## src/rtl/kp_pkg.sv

```systemverilog
// Shared types, key codes and the row/column decode for the 4x4 keypad scanner.
package kp_pkg;

  typedef enum logic [1:0] {
    SCAN,
    DEBOUNCE_P,
    HELD,
    DEBOUNCE_R
  } kp_state_t;

  localparam logic [3:0] KEY_0 = 4'h0;
  localparam logic [3:0] KEY_1 = 4'h1;
  localparam logic [3:0] KEY_2 = 4'h2;
  localparam logic [3:0] KEY_3 = 4'h3;
  localparam logic [3:0] KEY_4 = 4'h4;
  localparam logic [3:0] KEY_5 = 4'h5;
  localparam logic [3:0] KEY_6 = 4'h6;
  localparam logic [3:0] KEY_7 = 4'h7;
  localparam logic [3:0] KEY_8 = 4'h8;
  localparam logic [3:0] KEY_9 = 4'h9;
  localparam logic [3:0] KEY_A = 4'hA;
  localparam logic [3:0] KEY_B = 4'hB;
  localparam logic [3:0] KEY_C = 4'hC;
  localparam logic [3:0] KEY_D = 4'hD;
  localparam logic [3:0] KEY_E = 4'hE;
  localparam logic [3:0] KEY_F = 4'hF;
  localparam logic [3:0] KEY_STAR = KEY_E;
  localparam logic [3:0] KEY_HASH = KEY_F;

  localparam logic EVT_PRESS   = 1'b1;
  localparam logic EVT_RELEASE = 1'b0;

  // Returns {valid, code}; valid only when exactly one column is pulled low.
  function automatic logic [4:0] kp_decode(input logic [1:0] row_idx, input logic [3:0] col);
    logic       v;
    logic [1:0] c;
    logic [3:0] code;
    v    = 1'b1;
    c    = 2'd0;
    code = KEY_0;
    case (col)
      4'b1110: c = 2'd0;
      4'b1101: c = 2'd1;
      4'b1011: c = 2'd2;
      4'b0111: c = 2'd3;
      default: v = 1'b0;
    endcase
    case ({row_idx, c})
      4'h0: code = KEY_1;
      4'h1: code = KEY_2;
      4'h2: code = KEY_3;
      4'h3: code = KEY_A;
      4'h4: code = KEY_4;
      4'h5: code = KEY_5;
      4'h6: code = KEY_6;
      4'h7: code = KEY_B;
      4'h8: code = KEY_7;
      4'h9: code = KEY_8;
      4'hA: code = KEY_9;
      4'hB: code = KEY_C;
      4'hC: code = KEY_STAR;
      4'hD: code = KEY_0;
      4'hE: code = KEY_HASH;
      4'hF: code = KEY_D;
      default: code = KEY_0;
    endcase
    return {v, code};
  endfunction

endpackage

```

## src/rtl/kp_event_fifo.sv

```systemverilog
// First-word-fall-through event FIFO; when empty the head output holds the last popped word.
module kp_event_fifo #(
  parameter int unsigned WIDTH = 5,
  parameter int unsigned DEPTH = 4
) (
  input  logic             clk,
  input  logic             reset,
  input  logic             push,
  input  logic [WIDTH-1:0] push_data,
  input  logic             pop,
  output logic [WIDTH-1:0] head,
  output logic             full,
  output logic             empty
);

  localparam int unsigned AW = $clog2(DEPTH);

  logic [WIDTH-1:0] mem [DEPTH];
  logic [AW:0]      wr_ptr;
  logic [AW:0]      rd_ptr;
  logic [WIDTH-1:0] last;
  logic             do_push;
  logic             do_pop;

  always_comb begin
    empty   = (wr_ptr == rd_ptr);
    full    = (wr_ptr[AW] != rd_ptr[AW]) && (wr_ptr[AW-1:0] == rd_ptr[AW-1:0]);
    do_pop  = pop && !empty;
    do_push = push && (!full || do_pop);
    head    = empty ? last : mem[rd_ptr[AW-1:0]];
  end

  always_ff @(posedge clk) begin
    if (reset) begin
      wr_ptr <= '0;
      rd_ptr <= '0;
      last   <= '0;
    end else begin
      if (do_push) wr_ptr <= wr_ptr + 1'b1;
      if (do_pop) begin
        rd_ptr <= rd_ptr + 1'b1;
        last   <= mem[rd_ptr[AW-1:0]];
      end
    end
  end

  always_ff @(posedge clk) begin
    if (do_push) mem[wr_ptr[AW-1:0]] <= push_data;
  end

endmodule

```

## src/rtl/keypad_scan_ctrl.sv

```systemverilog
// 4x4 keypad row scanner with column debounce and a press/release event FIFO.
// Optional auto-repeat of held keys is enabled by defining KEYPAD_AUTOREPEAT_EN.
module keypad_scan_ctrl
  import kp_pkg::*;
#(
  parameter int unsigned DWELL_CYCLES    = 64,
  parameter int unsigned DEBOUNCE_CYCLES = 1000,
  parameter int unsigned FIFO_DEPTH      = 4
`ifdef KEYPAD_AUTOREPEAT_EN
  ,
  parameter int unsigned REPEAT_DELAY    = 500000,
  parameter int unsigned REPEAT_RATE     = 100000
`endif
) (
  input  logic       clk,
  input  logic       reset,
  input  logic       scan_en,
  input  logic [3:0] col,
  output logic [3:0] row,
  output logic       evt_valid,
  input  logic       evt_ready,
  output logic [4:0] evt_data,
  output logic       overflow,
  input  logic       ovf_clr,
  output logic       key_down
);

  localparam int unsigned DW  = $clog2(DWELL_CYCLES + 1);
  localparam int unsigned DBW = $clog2(DEBOUNCE_CYCLES + 1);
  localparam logic [DW-1:0]  DWELL_LAST = DW'(DWELL_CYCLES - 1);
  localparam logic [DBW-1:0] DEB_LAST   = DBW'(DEBOUNCE_CYCLES - 1);

  kp_state_t      state;
  logic [1:0]     idx;
  logic [1:0]     idx_nxt;
  logic [DW-1:0]  dwell_cnt;
  logic [DBW-1:0] deb_cnt;
  logic [3:0]     col_m;
  logic [3:0]     col_s;
  logic [3:0]     lat_col;
  logic [3:0]     lat_code;
  logic [4:0]     dec;
  logic           push_en;
  logic [4:0]     push_data;
  logic           fifo_full;
  logic           fifo_empty;
  logic           pop;

  function automatic logic [3:0] row_mask(input logic [1:0] i);
    return ~(4'b0001 << i);
  endfunction

  always_comb begin
    idx_nxt   = idx + 2'd1;
    dec       = kp_decode(idx, col_s);
    evt_valid = !fifo_empty;
    pop       = evt_valid && evt_ready;
  end

  always_ff @(posedge clk) begin
    if (reset) begin
      col_m <= '1;
      col_s <= '1;
    end else begin
      col_m <= col;
      col_s <= col_m;
    end
  end

`ifdef KEYPAD_AUTOREPEAT_EN
  localparam int unsigned REP_MAX = (REPEAT_DELAY > REPEAT_RATE) ? REPEAT_DELAY : REPEAT_RATE;
  localparam int unsigned RW      = $clog2(REP_MAX + 1);

  logic [RW-1:0] rep_cnt;
  logic          rep_first;
  logic          rep_fire;

  always_comb begin
    rep_fire = (state == HELD) && (col_s == lat_col) &&
               (rep_cnt == (rep_first ? RW'(REPEAT_DELAY - 1) : RW'(REPEAT_RATE - 1)));
  end

  // Any excursion out of HELD (including a bounce into DEBOUNCE_R) restarts the initial delay.
  always_ff @(posedge clk) begin
    if (reset || !scan_en || state != HELD) begin
      rep_cnt   <= '0;
      rep_first <= 1'b1;
    end else if (rep_fire) begin
      rep_cnt   <= '0;
      rep_first <= 1'b0;
    end else if (rep_cnt != '1) begin
      rep_cnt <= rep_cnt + 1'b1;
    end
  end
`endif

  always_ff @(posedge clk) begin
    if (reset) begin
      state     <= SCAN;
      idx       <= '0;
      row       <= '1;
      dwell_cnt <= '0;
      deb_cnt   <= '0;
      lat_col   <= '1;
      lat_code  <= '0;
      key_down  <= 1'b0;
      push_en   <= 1'b0;
      push_data <= '0;
    end else begin
      push_en <= 1'b0;
      if (!scan_en) begin
        state     <= SCAN;
        idx       <= '0;
        row       <= '1;
        dwell_cnt <= '0;
        deb_cnt   <= '0;
        key_down  <= 1'b0;
      end else begin
        case (state)
          SCAN: begin
            // Dwell only counts once the strobe for idx is actually on the pins.
            if (row != row_mask(idx)) begin
              row       <= row_mask(idx);
              dwell_cnt <= '0;
            end else if (dwell_cnt == DWELL_LAST) begin
              if (dec[4]) begin
                lat_col  <= col_s;
                lat_code <= dec[3:0];
                deb_cnt  <= '0;
                state    <= DEBOUNCE_P;
              end else begin
                idx       <= idx_nxt;
                row       <= row_mask(idx_nxt);
                dwell_cnt <= '0;
              end
            end else begin
              dwell_cnt <= dwell_cnt + 1'b1;
            end
          end
          DEBOUNCE_P: begin
            if (col_s != lat_col) begin
              state     <= SCAN;
              idx       <= idx_nxt;
              row       <= row_mask(idx_nxt);
              dwell_cnt <= '0;
              deb_cnt   <= '0;
            end else if (deb_cnt == DEB_LAST) begin
              push_en   <= 1'b1;
              push_data <= {EVT_PRESS, lat_code};
              key_down  <= 1'b1;
              deb_cnt   <= '0;
              state     <= HELD;
            end else begin
              deb_cnt <= deb_cnt + 1'b1;
            end
          end
          HELD: begin
            if (col_s != lat_col) begin
              deb_cnt <= '0;
              state   <= DEBOUNCE_R;
            end
`ifdef KEYPAD_AUTOREPEAT_EN
            else if (rep_fire) begin
              push_en   <= 1'b1;
              push_data <= {EVT_PRESS, lat_code};
            end
`endif
          end
          DEBOUNCE_R: begin
            if (col_s == lat_col) begin
              deb_cnt <= '0;
              state   <= HELD;
            end else if (deb_cnt == DEB_LAST) begin
              push_en   <= 1'b1;
              push_data <= {EVT_RELEASE, lat_code};
              key_down  <= 1'b0;
              state     <= SCAN;
              idx       <= idx_nxt;
              row       <= row_mask(idx_nxt);
              dwell_cnt <= '0;
              deb_cnt   <= '0;
            end else begin
              deb_cnt <= deb_cnt + 1'b1;
            end
          end
          default: state <= SCAN;
        endcase
      end
    end
  end

  always_ff @(posedge clk) begin
    if (reset) begin
      overflow <= 1'b0;
    end else if (push_en && fifo_full && !pop) begin
      overflow <= 1'b1;
    end else if (ovf_clr) begin
      overflow <= 1'b0;
    end
  end

  kp_event_fifo #(
    .WIDTH (5),
    .DEPTH (FIFO_DEPTH)
  ) u_fifo (
    .clk       (clk),
    .reset     (reset),
    .push      (push_en),
    .push_data (push_data),
    .pop       (pop),
    .head      (evt_data),
    .full      (fifo_full),
    .empty     (fifo_empty)
  );

endmodule

```

## config.mk

```make
export PLATFORM = sky130hd
export DESIGN_NAME = keypad_scan_ctrl
export DESIGN_NICKNAME = d
export VERILOG_FILES = /design/src/rtl/kp_pkg.sv /design/src/rtl/kp_event_fifo.sv /design/src/rtl/keypad_scan_ctrl.sv
export SDC_FILE = /design/constraint.sdc
export NUM_CORES = 1
export LEC_CHECK = 0
export BUFFER_PORTS_ARGS = -buffer_cell sky130_fd_sc_hd__buf_2
export CAP_MARGIN = 20
export CORE_ASPECT_RATIO = 0.9
export CORE_UTILIZATION = 50
export CTS_CLUSTER_SIZE = 25
export DETAILED_ROUTE_END_ITERATION = 12
export MAX_ROUTING_LAYER = met4
export PLACE_DENSITY = 0.79
export REMOVE_ABC_BUFFERS = 1
export SYNTH_ARGS = -nofsm -noshare
export SYNTH_HDL_FRONTEND = slang
export SYNTH_HIERARCHICAL = 1
export SYNTH_SLANG_ARGS = --single-unit
```

## constraint.sdc

```tcl
create_clock -name clk -period 2.3 [get_ports clk]
set_input_delay 0.23 -clock clk [delete_from_list [all_inputs] [get_ports clk]]
set_output_delay 0.23 -clock clk [all_outputs]
set_load 0.01 [all_outputs]
```

==> impl_metrics.csv <==
group,metric,value,unit
cts,cts-root-buf,"clkbuf_8",
yosys,yosysUniqueCellTypes,62,
yosys,seq_area_frac_synth,43.52,%
worst_setup_path,worstSetupPathType,"flip-flop to flip-flop",
power,swShare,25.17,%
power,seq_power_share,56.9,%
die,coreArea,8107,um2
worst_setup_path,slowest_stage,"dfxtp_4",
yosys,synth_edf_count,20,
drt,first_iter_violations,165,
cells_and_area,num_antenna_cells,0,
sta,fmax,453.6,MHz
global_route,gr-total-overflow,0,
cts,cts_tree,"built",
die,die_w,98.97,um
run_status,outcome,"completed",
cts,clock_latency,0.36,ns
placed_design,dp.cells,525,
global_route,grt_max_degree,47,
global_route,grt_pass1_vias,2980,
sta,setup_tns,0,ns
cts,cts_sinks,82,
die,io_pins,21,
power,power_density,546.7,nW/um2
yosys,synth-async-reset-ratio,0,%
cts,cts.reportedPaths.clkPinSlew,0.08,ns
worst_setup_path,worstPathCellList,"buf_4 -> ha_4 -> xnor2_2 -> nor4_4 -> buf_4 -> or2b_1 -> o21ai_2 -> a21boi_4 -> mux2i_1",
hold_path,hp-class,"input port to flip-flop",
worst_setup_path,start_kind,"flip-flop",
sta,layout_min_cycle_time,2.204,ns
yosys,postSynthCellCount,404,
yosys,synth.most_common_cell,"dfxtp_1",
yosys,synthesis.area,4232,um2
worst_setup_path,cp_data_arrival_time,2.49,ns
yosys,syn_area_per_cell,10.47,um2
sta,skew,0.01303,ns
placed_design,dp_hpwl,5544,um
cells_and_area,fin_cells,542,
drt,dr_total_vias,2955,
cts,cts-htree-levels,3,
yosys,synth_top_area_cell,"dfxtp_1",
drt,wl_per_cell,14.44,um
cts,cts_buffer_depth,2,
cts,numCtsBuffers,9,
worst_setup_path,cp-end-kind,"flip-flop",
global_route,grt_usage,20.11,%
drt,drcViolationCount,0,
die,rows,31,
sta,hold_ws,0.05504,ns
sta,period_share,95.84,%
yosys,ys.flop_type,"dfxtp_1",
cells_and_area,nets,467,
worst_setup_path,max_stage_delay,0.36,ns
sta,timing.final.hold_violations,0,
cells_and_area,area_growth,13.39,%
power,leakagePower,1.758,nW
power,comb_power_share,7.0,%
die,die_h,89.28,um
drt,vias_per_cell,5.452,
worst_setup_path,crit_required,2.59,ns
drt,firstDrtPassIters,4,
global_route,antenna_found_initial,0,
global_route,grt_pass1_wl,13460,um
yosys,synthTopCellsByCount,"dfxtp_1, nor2_1, edfxtp_1, ha_1, nand2_1",
sta,worst_slew_pin_slew,0.6546,ns
power,p_sw,660.4,uW
drt,drt-total-wl,7824,um
sta,report.final.slew_viol_count,0,
worst_setup_path,cp_common_cell,"buf_4",
job,drv_cap,0,
placed_design,port_buffers,20,
cells_and_area,drive_gt1_share,25.96,%
power,vdd_drop_max,0.3522,mV
yosys,yosys.area.top_type_share,29.33,%
die,initial_core_util,52.20,%
power,p_int,1.963,mW
drt,antenna_left,0,
placed_design,finalWeightedCongestion,0.8357,
sta,slew_headroom,56.36,%
yosys,synthTopCellsByArea,"dfxtp_1, edfxtp_1, ha_1",
yosys,synth_seq_cells,82,
yosys,yosysWarnings,6,
sta,setup_viol,0,
die,dieArea,8836,um2
power,clockPowerShare,36.1,%
worst_setup_path,cp_max_fo,4,
[routing by layer]
metal	routed length (um)	up-vias	part of all wire [%]	track usage [%]
li1	-	1482	-	-
met4	84	0	1.1	5.970
met3	265	11	3.4	5.942
met5	0	-	0	-
met2	3947	54	50	35.16
met1	3526	1408	45	22.53
[state kept, by name, indices dropped and copies added (netlist names), named ones only]
name	count
push_data	5
idx	2
u_fifo/wr_ptr	3
dwell_cnt	7
overflow	1
u_fifo/rd_ptr	3
u_fifo/last	5
u_fifo/mem	20
col_m	4
state	1
col_s	4
lat_code	4
row	4
lat_col	4
key_down	1
push_en	1
deb_cnt	10
[through the flow]
stage                     utilization, %  setup slack, ns  instance area [um2]  power (mW)
after floorplan                        -          -0.3416                 4123       1.640
after global placement             55.90          0.03809                 4532       1.699
after detailed placement           55.90          -0.1382                 4532       1.707
after CTS                          58.25         0.002939                 4722       2.649
after global routing               59.19         -0.01130                 4798       2.727
final                              59.19          0.09562                 4798       2.623
[timing repair]
item | 4_1_cts | 5_1_grt
endpoints found under the setup margin | 24 | 23
pin swaps | 1 | 4
hold buffers | 0 | 0
buffers inserted | 0 | 1
gates resized for setup | 6 | 13
[cell families (layout without fill, tap and decap cells)]
family / after synthesis / after routing / share of synthesized area [%]
XOR/XNOR: 25 / 25 / 5.707
adder cells (fa/ha/maj): 20 / 20 / 5.914
AND/OR/NAND/NOR: 143 / 143 / 19.10
multiplexers: 38 / 38 / 11.32
AO/OA/AOI/OAI: 59 / 59 / 10.44
flip-flops: 82 / 82 / 43.52
buffers and inverters: 37 / 76 / 3.991
[power by group through the flow]
stage / sequential (mW) / clock [mW] / combinational (mW)
floorplan: 1.53 / 0 / 0.115
global route: 1.49 / 1.03 / 0.204
global placement: 1.53 / 0 / 0.173
finish: 1.49 / 0.946 / 0.185
detailed placement: 1.53 / 0 / 0.179
CTS: 1.49 / 0.974 / 0.182
[cells in the final DEF (no fill, tap or decap), drive strengths merged, types with 17 or more instances in the layout]
cell,n
nor2,39
ha,20
a21oi,17
inv,18
nand2,20
edfxtp,20
mux2i,19
nand2b,18
xnor2,18
dfxtp,62
buf,44
[worst paths after layout]
path              startpoint  endpoint  slack (ns)  cells after the start
setup / recovery      idx[0]    row[3]         0.1                      9
hold / removal        col[0]  col_m[0]        0.06                      2
setup reg to reg      idx[0]    row[3]         0.1                      9
hold reg to reg     col_m[0]  col_s[0]        0.41                      1
[cell type report]
type,count,area [um2]
clock buffer,9,123.9
inverter,16,60.06
timing repair buffer,44,292.8
tap,99,123.9
multi-input combinational,285,2297
clock inverter,7,51.30
fill,697,3308
sequential,82,1849
[critical path, delay by kind of cell, from the launching register on]
kind	cells	cell delay [ns]
simple gates	2	0.55
compound gates	2	0.38
flops	1	0.36
buf+inv	2	0.34
mux	1	0.20
fa+ha+maj	1	0.17
xor+xnor	1	0.14
Power figures use the tool's default switching activity.
